**src/rtl/ps2_rx.sv**
```systemverilog
// PS/2 device-to-host receiver: synchronises and filters the clock/data pair,
// deserialises 11-bit frames and buffers good bytes in a first-word-fall-through FIFO.
module ps2_rx #(
   parameter int unsigned FIFO_BITS      = 3,
   parameter int unsigned FILTER         = 4,
   parameter int unsigned TIMEOUT_CYCLES = 12000
) (
   input  logic       clk,
   input  logic       reset_n,
   input  logic       ps2_clk_in,
   input  logic       ps2_data_in,
   output logic [7:0] rx_data,
   output logic       rx_valid,
   input  logic       rx_ready,
   output logic       parity_err,
   output logic       frame_err,
   output logic       overflow,
   output logic       busy
);

   localparam logic [1:0] IDLE   = 2'd0;
   localparam logic [1:0] DATA   = 2'd1;
   localparam logic [1:0] PARITY = 2'd2;
   localparam logic [1:0] STOP   = 2'd3;

   localparam int unsigned DEPTH = 2 ** FIFO_BITS;

   logic       clk_s1, clk_s2, data_s1, data_s2;
   logic [3:0] filt_cnt_q;
   logic       filt_clk_q;
   logic       filt_hit, fall;

   logic [1:0]  state_q, state_d;
   logic [2:0]  bit_cnt_q, bit_cnt_d;
   logic [7:0]  shreg_q, shreg_d;
   logic        par_q, par_d, par_ok_q, par_ok_d;
   logic [15:0] tmo_q, tmo_d;
   logic        push, perr_d, ferr_d, ovf_d;
   logic        perr_q, ferr_q, ovf_q;

   logic [7:0]         mem [DEPTH];
   logic [FIFO_BITS:0] wptr_q, rptr_q;
   logic               empty, full, pop, wr_en;

   always_ff @(posedge clk or negedge reset_n) begin
      if (!reset_n) begin
         clk_s1  <= 1'b1;
         clk_s2  <= 1'b1;
         data_s1 <= 1'b1;
         data_s2 <= 1'b1;
      end else begin
         clk_s1  <= ps2_clk_in;
         clk_s2  <= clk_s1;
         data_s1 <= ps2_data_in;
         data_s2 <= data_s1;
      end
   end

   // The filtered clock flips on the FILTER-th consecutive sample that disagrees with it.
   always_comb begin
      filt_hit = (filt_cnt_q == 4'(FILTER - 1));
      fall     = filt_clk_q & ~clk_s2 & filt_hit;
   end

   always_ff @(posedge clk or negedge reset_n) begin
      if (!reset_n) begin
         filt_cnt_q <= 4'd0;
         filt_clk_q <= 1'b1;
      end else if (clk_s2 == filt_clk_q) begin
         filt_cnt_q <= 4'd0;
      end else if (filt_hit) begin
         filt_cnt_q <= 4'd0;
         filt_clk_q <= clk_s2;
      end else begin
         filt_cnt_q <= filt_cnt_q + 4'd1;
      end
   end

   always_comb begin
      state_d   = state_q;
      bit_cnt_d = bit_cnt_q;
      shreg_d   = shreg_q;
      par_d     = par_q;
      par_ok_d  = par_ok_q;
      push      = 1'b0;
      perr_d    = 1'b0;
      ferr_d    = 1'b0;
      tmo_d     = (state_q == IDLE || fall) ? 16'd0 : tmo_q + 16'd1;
      if (state_q != IDLE && !fall && (tmo_q + 16'd1 == 16'(TIMEOUT_CYCLES))) begin
         state_d = IDLE;
         ferr_d  = 1'b1;
         tmo_d   = 16'd0;
      end else if (fall) begin
         case (state_q)
            IDLE: begin
               if (!data_s2) begin
                  state_d   = DATA;
                  bit_cnt_d = 3'd0;
                  par_d     = 1'b0;
               end
            end
            DATA: begin
               shreg_d   = {data_s2, shreg_q[7:1]};
               par_d     = par_q ^ data_s2;
               bit_cnt_d = bit_cnt_q + 3'd1;
               if (bit_cnt_q == 3'd7) state_d = PARITY;
            end
            PARITY: begin
               par_ok_d = par_q ^ data_s2;
               state_d  = STOP;
            end
            STOP: begin
               // A bad stop bit outranks a parity error.
               if (!data_s2)       ferr_d = 1'b1;
               else if (!par_ok_q) perr_d = 1'b1;
               else                push   = 1'b1;
               state_d = IDLE;
            end
            default: state_d = IDLE;
         endcase
      end
   end

   always_ff @(posedge clk or negedge reset_n) begin
      if (!reset_n) begin
         state_q   <= IDLE;
         bit_cnt_q <= 3'd0;
         shreg_q   <= 8'd0;
         par_q     <= 1'b0;
         par_ok_q  <= 1'b0;
         tmo_q     <= 16'd0;
         perr_q    <= 1'b0;
         ferr_q    <= 1'b0;
         ovf_q     <= 1'b0;
      end else begin
         state_q   <= state_d;
         bit_cnt_q <= bit_cnt_d;
         shreg_q   <= shreg_d;
         par_q     <= par_d;
         par_ok_q  <= par_ok_d;
         tmo_q     <= tmo_d;
         perr_q    <= perr_d;
         ferr_q    <= ferr_d;
         ovf_q     <= ovf_d;
      end
   end

   always_comb begin
      empty = (wptr_q == rptr_q);
      full  = (wptr_q[FIFO_BITS] != rptr_q[FIFO_BITS]) &&
              (wptr_q[FIFO_BITS-1:0] == rptr_q[FIFO_BITS-1:0]);
      pop   = !empty && rx_ready;
      // A simultaneous pop frees the slot, so a push into a full FIFO still lands.
      wr_en = push && (!full || pop);
      ovf_d = push && full && !pop;
   end

   always_ff @(posedge clk) begin
      if (wr_en) mem[wptr_q[FIFO_BITS-1:0]] <= shreg_q;
   end

   always_ff @(posedge clk or negedge reset_n) begin
      if (!reset_n) begin
         wptr_q <= '0;
         rptr_q <= '0;
      end else begin
         if (wr_en) wptr_q <= wptr_q + 1'b1;
         if (pop)   rptr_q <= rptr_q + 1'b1;
      end
   end

   always_comb begin
      rx_valid   = !empty;
      rx_data    = empty ? 8'h00 : mem[rptr_q[FIFO_BITS-1:0]];
      parity_err = perr_q;
      frame_err  = ferr_q;
      overflow   = ovf_q;
      busy       = (state_q != IDLE);
   end

endmodule

```
**config.mk**
```make
export PLATFORM = sky130hd
export DESIGN_NAME = ps2_rx
export DESIGN_NICKNAME = d
export VERILOG_FILES = /design/src/rtl/ps2_rx.sv
export SDC_FILE = /design/constraint.sdc
export NUM_CORES = 1
export LEC_CHECK = 0
export BUFFER_PORTS_ARGS = -buffer_cell sky130_fd_sc_hd__buf_2
export CORE_ASPECT_RATIO = 0.9
export CORE_MARGIN = 8
export CORE_UTILIZATION = 40
export CTS_CLUSTER_SIZE = 12
export DETAILED_ROUTE_END_ITERATION = 8
export PLACE_DENSITY_LB_ADDON = 0.3
export SYNTH_ARGS = -nofsm -noshare
export SYNTH_HDL_FRONTEND = slang
export SYNTH_SLANG_ARGS = --single-unit
```
**constraint.sdc**
```tcl
create_clock -name clk -period 3.3 [get_ports clk]
set_input_delay 0.495 -clock clk [delete_from_list [all_inputs] [get_ports clk]]
set_output_delay 0.495 -clock clk [all_outputs]
set_load 0.1 [all_outputs]
```
==> run summary <==
status = complete, no violations
global-route wire length before repair = 15,420 um
Post-CTS Resized = 0
Final HPWL DP = 6043 um
unrepaired setup endpoints after global routing = no
Max Cap Violations = 0
Hold Path Class = primary input to asynchronous set/reset pin
commonest non-fill, non-tap cell in the layout = edfxtp_1
Leak = 2.380 nW
layout net count = 407
CTS Buf Count = 17
Critical Path RT = 2.80 ns
DR vias/cell = 5.090
initial antenna violation count = 0
Worst Skew = 0.006572 ns
Final setup viols = 0
Placed Cells = 535
layout cells sized above 1 = 27.79%
Total Wirelength = 9235 um
Die Y = 122.6 um
postcts setup bufs = 0
sequential-to-total area share from yosys stat = 63.41%
# fillers = 1,089
crit path time final = 3.026 ns
synth warn = 0
TritonCTS Sinks = 115
DR pass1 iterations = 5
DR vias = 2,886
crit path kind = flip-flop to output port
Bufs on Longest Clock Path = 2
critical path capture point type = output port
Synth Cell Area = 5054 um2
wire per inst = 16.29 um
hold_buf cts = 0
Cell Pwr Density = 740.4 nW/um2
Synth cell types = 51
EDFF count, synth = 64
Finished Core Util = 48.69%
syn avg cell area = 14.32 um2
number of synthesized register bits = 115
Row Count = 39
global route hottest layer = met2
Area growth syn-to-layout = 20.35%
worst path cell trace = xnor2_1, nand3_1, nor2b_1, inv_1, buf_2
Pins Over Slew Limit = 0
Die Footprint = 16,490 um2
element type at the critical path start = flip-flop
Final Power = 4.503 mW
multi-input logic area = 1789 um2
CP max FO = 10
cells after synthesis = 353
initial core utilization = 40.45%
DR iter-0 viols = 237
Synth Flop Type = edfxtp_1
area occupied by registers = 3204 um2
total core area = 12,490 um2
Worst-path clk slew = 0.05 ns
Async SR Flop Fraction = 44.35%
total congestion overflow = 0
CTS tree = yes
met2 usage = 19.04%
final hold vios = 0
Die X = 134.5 um
WP data arrival = 2.53 ns
worst vdd ir = 484.8 uV
fmax = 330.4 MHz
critical path's largest stage delay = 0.87 ns
Slowest-stage cell, CP = nor2b_1
Final period util = 91.71%
met1 Usage GRT = 15.63%
Total Routing Usage GR = 12.46%
CTS Root Cell = clkbuf_16
Non-Filler Instances = 567
Ant. Diodes = 0
vias in the first global route = 2,975
WHS = 0.08363 ns
port bufs = 17
number of remaining DRC errors = 0
slew of the pin with the lowest slew margin = 1.108 ns
Synth Net Count = 370
Final ANT Viol Nets = 0
clock latency on the worst-skew pair = 0.41 ns
GPL Wtd Cong = 0.8140
M3 GR Usage = 4.051%
TNS Setup = 0 ns
Rel. slew slack = 25.96%
top-level I/O count = 18
H-tree depth = 4
largest net degree at the start of global routing = 28
most frequent cells in the layout = edfxtp_1 (64), dfrtp_1 (46), nor2_1 (26)
flip-flops by register name, indices dropped and copies added (netlist names), 2 cells and up:
name        count
state_q         2
shreg_q         8
tmo_q          16
wptr_q          4
bit_cnt_q       3
rptr_q          4
filt_cnt_q      4
mem            64
metrics by stage:
step / worst slack [ns] / instance area (um2)
6_report: 0.2736 / 6082
5_1_grt: 0.003929 / 6082
4_1_cts: 0.1943 / 6082
3_5_place_dp: 0.2909 / 5430
3_3_place_gp: 0.3989 / 5430
2_1_floorplan: 0.2460 / 5074
where the power goes:
group	switching [mW]	leakage (nW)	total, mW	internal (mW)
Sequential	0.0485	1.29	1.62	1.57
Combinational	0.592	0.781	0.867	0.275
Clock	0.652	0.311	2.01	1.36
Total	1.29	2.38	4.50	3.21
worst max-delay path: cells and delay by family (launching register included):
family,cells,cell delay [ns]
flip-flops,1,0.54
buffers and inverters,2,0.41
AND/OR/NAND/NOR,2,1.00
XOR/XNOR,1,0.16
per-layer routing:
metal / routed length (um) / up-vias
li1: - / 1384
met4: 160 / 0
met5: 0 / -
met2: 4396 / 40
met3: 328 / 13
met1: 4349 / 1449
logic make-up after synthesis:
logic type                 share of synthesized area (%)
DFF                                                63.41
and+or+nand+nor                                    11.34
muxes                                              12.31
AOI/OAI and AO/OA                                  4.284
xor gates and xnor gates                           3.986
buffers and inverters                              1.708
adders and majority gates                          2.971
path summary, 6_finish.rpt:
kind	start	end	slack, ns	depth (start not counted)
max	wptr_q[0]	rx_valid	0.27	5
min	reset_n	filt_cnt_q[3]	0.08	1
max reg2reg	tmo_q[0]	tmo_q[6]	0.32	7
min reg2reg	clk_s1	clk_s2	0.36	0
max in group asynchronous	reset_n	wptr_q[0]	2.60	2
min in group clk	ps2_clk_in	clk_s1	0.18	1
area by class of cell:
type | count | area share (%)
clock buffers | 20 | 7.344
clock inverters | 12 | 3.374
inverters | 7 | 0.4320
multi-input cells | 216 | 29.42
flip-flops and latches | 115 | 52.68
well taps | 164 | 3.374
repair buffers | 33 | 3.374
cell usage after synthesis, types with 2 or more instances:
cell | number | share of area (%)
a21oi_1 | 4 | 0.40
nor3_1 | 10 | 0.99
buf_1 | 4 | 0.30
xnor2_1 | 12 | 2.1
and2_1 | 2 | 0.25
nor4_1 | 2 | 0.25
mux2_2 | 13 | 2.9
nor2b_1 | 8 | 0.99
dfstp_2 | 5 | 2.6
buf_2 | 3 | 0.30
mux4_2 | 16 | 7.1
xor2_1 | 11 | 1.9
nand3_1 | 13 | 1.3
a31oi_1 | 3 | 0.37
nand2b_1 | 5 | 0.62
o21ai_0 | 5 | 0.50
mux2i_1 | 10 | 2.0
dfrtp_1 | 46 | 23
and4_1 | 2 | 0.35
nor3b_1 | 6 | 0.89
nand2_1 | 22 | 1.6
edfxtp_1 | 64 | 38
inv_1 | 7 | 0.52
a32oi_1 | 2 | 0.35
ha_1 | 12 | 3.0
clkbuf_1 | 8 | 0.59
nor2_1 | 34 | 2.5
Note: power is estimated with default switching activity, not from simulation.
